**src/rtl/ds1302_pkg.sv**
```systemverilog
// Shared DS1302 definitions: BCD field offsets, time-set frame layout and parser states.
// UART_FRAME_CHECKSUM_EN adds the trailing checksum byte and the CHECK parser state.
package ds1302_pkg;

    localparam int SEC_MSB   = 55;
    localparam int SEC_LSB   = 48;
    localparam int MIN_MSB   = 47;
    localparam int MIN_LSB   = 40;
    localparam int HOUR_MSB  = 39;
    localparam int HOUR_LSB  = 32;
    localparam int DATE_MSB  = 31;
    localparam int DATE_LSB  = 24;
    localparam int MONTH_MSB = 23;
    localparam int MONTH_LSB = 16;
    localparam int DAY_MSB   = 15;
    localparam int DAY_LSB   = 8;
    localparam int YEAR_MSB  = 7;
    localparam int YEAR_LSB  = 0;

    localparam logic [7:0] HEADER_DEFAULT = 8'h55;
    localparam int         PAYLOAD_LEN    = 7;
`ifdef UART_FRAME_CHECKSUM_EN
    localparam int         FRAME_LEN      = PAYLOAD_LEN + 2;
`else
    localparam int         FRAME_LEN      = PAYLOAD_LEN + 1;
`endif

    typedef enum logic [1:0] {
        WAIT_HDR,
`ifdef UART_FRAME_CHECKSUM_EN
        CHECK,
`endif
        PAYLOAD
    } parser_state_t;

    function automatic logic is_bcd(input logic [7:0] b);
        return (b[7:4] <= 4'd9) && (b[3:0] <= 4'd9);
    endfunction

endpackage

```
**src/rtl/uart_rx_byte.sv**
```systemverilog
// 8N1 byte receiver: two-flop synchroniser, falling-edge start detection, mid-bit sampling.
module uart_rx_byte #(
    parameter int BAUD_DIV = 434
) (
    input  logic       clk,
    input  logic       rst,
    input  logic       rx,
    output logic [7:0] byte_data,
    output logic       byte_vld,
    output logic       stop_err
);
    localparam int            CW      = $clog2(BAUD_DIV);
    localparam logic [CW-1:0] HALF_M1 = CW'(BAUD_DIV / 2 - 1);
    localparam logic [CW-1:0] FULL_M1 = CW'(BAUD_DIV - 1);

    typedef enum logic [1:0] {RX_IDLE, RX_START, RX_DATA, RX_STOP} rx_state_t;

    rx_state_t     state, state_nxt;
    logic [1:0]    sync;
    logic          rx_s, rx_prev;
    logic [CW-1:0] cnt;
    logic          cnt_clr;
    logic [2:0]    bit_idx;
    logic [7:0]    shift;

    assign rx_s      = sync[1];
    assign byte_data = shift;

    // Synchroniser and edge detector preset high so reset never looks like a start bit.
    always_ff @(posedge clk) begin
        if (rst) begin
            sync    <= 2'b11;
            rx_prev <= 1'b1;
        end else begin
            sync    <= {sync[0], rx};
            rx_prev <= sync[1];
        end
    end

    always_ff @(posedge clk) begin
        if (rst) state <= RX_IDLE;
        else     state <= state_nxt;
    end

    // A low stop bit leaves the line low; re-arming needs a fresh falling edge.
    always_comb begin
        state_nxt = state;
        cnt_clr   = 1'b0;
        byte_vld  = 1'b0;
        stop_err  = 1'b0;
        case (state)
            RX_IDLE: begin
                if (rx_prev && !rx_s) begin
                    state_nxt = RX_START;
                    cnt_clr   = 1'b1;
                end
            end
            RX_START: begin
                if (cnt == HALF_M1) begin
                    cnt_clr   = 1'b1;
                    state_nxt = rx_s ? RX_IDLE : RX_DATA;
                end
            end
            RX_DATA: begin
                if (cnt == FULL_M1) begin
                    cnt_clr = 1'b1;
                    if (bit_idx == 3'd7) state_nxt = RX_STOP;
                end
            end
            RX_STOP: begin
                if (cnt == FULL_M1) begin
                    state_nxt = RX_IDLE;
                    byte_vld  = rx_s;
                    stop_err  = !rx_s;
                end
            end
            default: state_nxt = RX_IDLE;
        endcase
    end

    always_ff @(posedge clk) begin
        if (rst) begin
            cnt     <= '0;
            bit_idx <= '0;
            shift   <= '0;
        end else begin
            if (cnt_clr)             cnt <= '0;
            else if (cnt != FULL_M1) cnt <= cnt + CW'(1);
            if (state == RX_START) begin
                bit_idx <= '0;
            end else if (state == RX_DATA && cnt == FULL_M1) begin
                bit_idx <= bit_idx + 3'd1;
                shift   <= {rx_s, shift[7:1]};
            end
        end
    end

endmodule

```
**src/rtl/uart_time_rx.sv**
```systemverilog
// Time-set frame receiver: parses HEADER + 7 BCD bytes into a 56-bit word with a valid/ack handshake.
// UART_FRAME_CHECKSUM_EN appends a mod-256 checksum byte that must match before commit.
module uart_time_rx #(
    parameter int         CLK_FREQ    = 50_000_000,
    parameter int         BAUD        = 115200,
    parameter logic [7:0] HEADER      = ds1302_pkg::HEADER_DEFAULT,
    parameter int         TIMEOUT_CYC = 5_000_000
) (
    input  logic        sys_clk,
    input  logic        sys_rst,
    input  logic        uart_rx,
    input  logic        set_ack,
    output logic [55:0] set_time,
    output logic        set_vld,
    output logic        frm_err,
    output logic        ovr_err
);
    import ds1302_pkg::*;

    localparam int            BAUD_DIV = CLK_FREQ / BAUD;
    localparam int            TW       = $clog2(TIMEOUT_CYC + 1);
    localparam logic [TW-1:0] TMO_MAX  = TW'(TIMEOUT_CYC);
    localparam logic [2:0]    LAST_IDX = 3'(PAYLOAD_LEN - 1);
`ifdef UART_FRAME_CHECKSUM_EN
    localparam int            BUF_W    = 56;
`else
    localparam int            BUF_W    = 48;
`endif

    parser_state_t state, state_nxt;
    logic [7:0]    byte_data;
    logic          byte_vld, stop_err;
    logic [2:0]    pay_idx;
    logic [BUF_W-1:0] pay_buf;
    logic [TW-1:0] tmo_cnt;
    logic          bcd_err, tmo_err, chk_err, commit;
    logic [55:0]   commit_word;

    uart_rx_byte #(.BAUD_DIV(BAUD_DIV)) u_rx (
        .clk      (sys_clk),
        .rst      (sys_rst),
        .rx       (uart_rx),
        .byte_data(byte_data),
        .byte_vld (byte_vld),
        .stop_err (stop_err)
    );

`ifdef UART_FRAME_CHECKSUM_EN
    logic [7:0] chk_sum;
    logic       chk_vld, chk_ok;

    // The checksum compare is registered, costing one extra cycle before commit.
    always_ff @(posedge sys_clk) begin
        if (sys_rst) begin
            chk_sum <= '0;
            chk_vld <= 1'b0;
            chk_ok  <= 1'b0;
        end else begin
            chk_vld <= (state == CHECK) && byte_vld;
            chk_ok  <= (byte_data == chk_sum);
            if (state == WAIT_HDR)                 chk_sum <= HEADER;
            else if (state == PAYLOAD && byte_vld) chk_sum <= chk_sum + byte_data;
        end
    end

    assign commit_word = pay_buf;
`else
    assign commit_word = {pay_buf, byte_data};
`endif

    always_ff @(posedge sys_clk) begin
        if (sys_rst) state <= WAIT_HDR;
        else         state <= state_nxt;
    end

    // A receiver framing error always drops the partial frame so the next header resynchronises.
    always_comb begin
        state_nxt = state;
        bcd_err   = 1'b0;
        tmo_err   = 1'b0;
        chk_err   = 1'b0;
        commit    = 1'b0;
        case (state)
            WAIT_HDR: begin
                if (byte_vld && byte_data == HEADER) state_nxt = PAYLOAD;
            end
            PAYLOAD: begin
                if (byte_vld) begin
                    if (!is_bcd(byte_data)) begin
                        bcd_err   = 1'b1;
                        state_nxt = WAIT_HDR;
                    end else if (pay_idx == LAST_IDX) begin
`ifdef UART_FRAME_CHECKSUM_EN
                        state_nxt = CHECK;
`else
                        commit    = 1'b1;
                        state_nxt = WAIT_HDR;
`endif
                    end
                end else if (tmo_cnt == TMO_MAX) begin
                    tmo_err   = 1'b1;
                    state_nxt = WAIT_HDR;
                end
            end
`ifdef UART_FRAME_CHECKSUM_EN
            CHECK: begin
                if (byte_vld) begin
                    state_nxt = WAIT_HDR;
                end else if (tmo_cnt == TMO_MAX) begin
                    tmo_err   = 1'b1;
                    state_nxt = WAIT_HDR;
                end
            end
`endif
            default: state_nxt = WAIT_HDR;
        endcase
`ifdef UART_FRAME_CHECKSUM_EN
        commit  = chk_vld && chk_ok;
        chk_err = chk_vld && !chk_ok;
`endif
        if (stop_err) state_nxt = WAIT_HDR;
    end

    // An ack in the commit cycle retires the pending word; the new frame is still an overrun.
    always_ff @(posedge sys_clk) begin
        if (sys_rst) begin
            pay_idx  <= '0;
            pay_buf  <= '0;
            tmo_cnt  <= '0;
            set_time <= '0;
            set_vld  <= 1'b0;
            frm_err  <= 1'b0;
            ovr_err  <= 1'b0;
        end else begin
            if (state == WAIT_HDR) begin
                pay_idx <= '0;
            end else if (state == PAYLOAD && byte_vld) begin
                pay_idx <= pay_idx + 3'd1;
                pay_buf <= {pay_buf[BUF_W-9:0], byte_data};
            end

            if (state == WAIT_HDR || byte_vld) tmo_cnt <= '0;
            else if (tmo_cnt != TMO_MAX)       tmo_cnt <= tmo_cnt + TW'(1);

            if (set_vld && set_ack) set_vld <= 1'b0;
            else if (commit)        set_vld <= 1'b1;
            if (commit && !set_vld) set_time <= commit_word;

            frm_err <= bcd_err || tmo_err || chk_err || stop_err;
            ovr_err <= commit && set_vld;
        end
    end

endmodule

```
**config.mk**
```make
export PLATFORM = sky130hd
export DESIGN_NAME = uart_time_rx
export DESIGN_NICKNAME = d
export VERILOG_FILES = /design/src/rtl/ds1302_pkg.sv /design/src/rtl/uart_rx_byte.sv /design/src/rtl/uart_time_rx.sv
export SDC_FILE = /design/constraint.sdc
export NUM_CORES = 1
export LEC_CHECK = 0
export BUFFER_PORTS_ARGS = -buffer_cell sky130_fd_sc_hd__buf_4
export CAP_MARGIN = 40
export CORE_UTILIZATION = 50
export CTS_BUF_LIST = sky130_fd_sc_hd__clkbuf_8
export CTS_CLUSTER_SIZE = 28
export DETAILED_ROUTE_END_ITERATION = 6
export PLACE_DENSITY = 0.69
export SKIP_CTS_REPAIR_TIMING = 1
export SLEW_MARGIN = 10
export SYNTH_ARGS = -nofsm -noshare
export SYNTH_HDL_FRONTEND = slang
export SYNTH_SLANG_ARGS = --single-unit
```
**constraint.sdc**
```tcl
create_clock -name sys_clk -period 6.02 [get_ports sys_clk]
set_clock_uncertainty 0.2 [all_clocks]
set_input_delay 1.204 -clock sys_clk [delete_from_list [all_inputs] [get_ports sys_clk]]
set_output_delay 1.204 -clock sys_clk [all_outputs]
set_load 0.1 [all_outputs]
```
==> flow_metrics.py <==
metrics = {
    "sta": {
        "drv_slew": 0,
        "max_slew_margin_pct": 40.4,
        "setup_tns_ps": 0,
        "setup_viol": 0,
        "final_hold_viol_count": 0,
        "tightest_slew_ps": 887,
        "min_period_ps": 3090,
        "rsz0062_at_grt": "no",
        "period_share_pct": 51.4,
        "fmax_mhz": 323,
    },
    "detailed_routing": {
        "wire_per_inst_um": 13.4,
        "first_iter_violations": 322,
        "via_per_inst": 5.29,
        "top_layer": "met4",
        "wl_met2_mm": 6.02,
        "drc": 0,
        "wl_met3_um": 372,
        "wl_mm": 12.1,
        "postRouteAntennaNets": 0,
        "wl_met1_mm": 5.49,
        "num_vias": 4773,
        "firstDrtPassIters": 4,
    },
    "yosys": {
        "syn_area_um2": 6160,
        "synth_area_leader_cell": "dfxtp_1",
        "synth.yosys.seq_area_share_pct": 51.7,
        "yosys-top-cells-count": "159 x dfxtp_1, 132 x nand2_1, 97 x nor2_1",
        "syn_avg_cell_area_um2": 8.85,
        "async_reset_ff_share_pct": 0,
        "synth_nets": 709,
        "synth_top_area_share_pct": 51.7,
        "syn-instance-count": 696,
        "synth_edf_count": 0,
        "yosys_warnings": 0,
        "yosys-top-cells-area": "dfxtp_1 52%, mux2i_1 9.4%, nand2_1 8.0%",
        "synthFlopType": "dfxtp_1",
        "yosysMostFrequentCell": "dfxtp_1",
        "synthDistinctLibCells": 42,
        "synth-seq-cells": 159,
    },
    "power": {
        "vdd_drop_max_mv": 0.102,
        "p_total_w": 0.00182,
        "p_per_area_nw_per_um2": 257,
        "leakage_nw": 2.95,
    },
    "floorplanning": {
        "row_count": 40,
        "core-area_um2": 12000,
        "io_pins": 63,
        "dieArea_um2": 12800,
        "die_h_um": 113,
        "die_x_um": 113,
        "initial_core_util_pct": 51.3,
    },
    "clocking": {
        "root_buffer": "clkbuf_8",
        "cts-buffers-inserted": 17,
        "clkSinkCount": 159,
        "clk_pin_slew_ps": 70,
        "cts_tree": "done",
        "insertion_delay_ps": 440,
        "cts_buffer_depth": 2,
        "htreeDepth": 4,
    },
    "critical_path": {
        "critPathKind": "reg2reg",
        "endpoint_kind": "flip-flop",
        "start_kind": "flip-flop",
        "crit_chain": "inv_1 -> ha_1 -> nand4b_1 -> or4_1 -> buf_4 -> or4_4 -> buf_16 -> mux2i_1 -> nor2_1",
        "cp_max_fo": 50,
        "critPathMaxStageDelay_ps": 620,
        "cp_slowest_cell": "or4_4",
        "worstPathArrival_ps": 3200,
        "worstPathRequired_ps": 6130,
    },
    "global_routing": {
        "grt_first_pass_wirelength_mm": 20.5,
        "grt_util_all_layers_pct": 20.0,
        "grt_pass1_vias": 4335,
        "grt_max_degree": 84,
        "grt_overflow_total": 0,
        "antenna_found_initial": 0,
    },
    "run": {
        "cap_violations": 0,
    },
    "finish": {
        "stdcell_count": 902,
        "num_antenna_cells": 0,
        "drive_above_1_share_pct": 13.4,
        "final_core_util_pct": 59.0,
        "fin_area_um2": 7090,
        "area_growth_pct": 15.0,
        "nets": 758,
    },
    "placement": {
        "numPortBuffers": 62,
        "gp_congestion": 0.860,
        "placed_area_um2": 6730,
        "hpwl_mm": 8.09,
        "dp_cells": 873,
    },
    "hold_path": {
        "hold_path.class": "reg2reg",
    },
    "run_status": {
        "status": "finished clean",
    },
}
-- power breakdown --
| group | total [W] | internal (W) | switching [W] |
|---|---|---|---|
| combinational | 0.0000278 | 0.00000903 | 0.0000187 |
| clock | 0.000733 | 0.000376 | 0.000357 |
| sequential | 0.00106 | 0.00105 | 0.00000357 |
-- registers in the layout (all words and copies together) (netlist names), 2 cells and up, named ones only --
name	flops
pay_buf	48
pay_idx	3
set_time	56
tmo_cnt	23
u_rx.bit_idx	3
u_rx.byte_data	8
u_rx.cnt	9
u_rx.sync	2
-- layout by cell type (no fill, tap or decap), drive strengths merged, types with 2 or more instances in the layout --
| cell | instances |
|---|---|
| bufinv | 2 |
| nand2b | 6 |
| nor4b | 2 |
| buf | 69 |
| or4 | 2 |
| dfxtp | 159 |
| ha | 9 |
| a2bb2oi | 2 |
| clkinv | 3 |
| a31oi | 2 |
| mux2i | 58 |
| clkbuf | 19 |
| nor2 | 97 |
| inv | 18 |
| nand4 | 4 |
| a21oi | 68 |
| nor4 | 9 |
| nand4b | 3 |
| and4 | 4 |
| o21ai | 5 |
| xor2 | 7 |
| or2 | 5 |
| and3 | 4 |
| nand3b | 2 |
| nand2 | 132 |
| nor3 | 10 |
| or3 | 2 |
| xnor2 | 20 |
| nand3 | 14 |
| o22a | 3 |
| and2 | 3 |
-- critical path, delay by kind of cell (launching register included) --
| kind | cells | cell delay (ps) |
|---|---|---|
| adder cells (fa/ha/maj) | 1 | 160 |
| flip-flops | 1 | 340 |
| multiplexers | 1 | 190 |
| AND/OR/NAND/NOR | 4 | 1410 |
| buffers and inverters | 3 | 640 |
-- final cells by class --
type                    count  area, um2
multi-input cells         484       2750
clock inverters            10        101
inverters                  14       52.6
repair buffers             69        556
flip-flops and latches    159       3180
fillers                  1113       4920
clock buffers              19        262
well taps                 147        184
-- per-stage QoR --
| stage | hold slack [ps] | worst slack (ps) |
|---|---|---|
| after floorplan | 189 | 3360 |
| after global placement | 200 | 2880 |
| after detailed placement | 198 | 2950 |
| after CTS | 237 | 2920 |
| after global routing | 267 | 2760 |
| final | 238 | 2930 |
-- layer usage --
metal,up-vias,GRT usage [%]
li1,2413,-
met1,2267,24.9
met2,79,33.3
met3,14,4.61
met4,0,8.60
met5,-,0
-- kinds of logic (layout without fill, tap and decap cells) --
logic type | count (synthesis) | count (layout) | synth area share [%]
simple gates | 303 | 303 | 21.6
flops | 159 | 159 | 51.7
compound gates | 87 | 87 | 7.84
mux | 58 | 58 | 9.42
buf+inv | 53 | 112 | 3.76
xor+xnor | 27 | 27 | 3.84
fa+ha+maj | 9 | 9 | 1.83
-- path summary, 6_finish.rpt --
check | from | end | slack (ps) | depth (start not counted)
setup / recovery | u_rx.cnt[1] | set_time[29] | 2930 | 9
hold / removal | u_rx.sync[0] | u_rx.sync[1] | 240 | 1
setup reg to reg | u_rx.cnt[1] | set_time[29] | 2930 | 9
hold reg to reg | u_rx.sync[0] | u_rx.sync[1] | 240 | 1
Note: power is estimated with default switching activity, not from simulation.
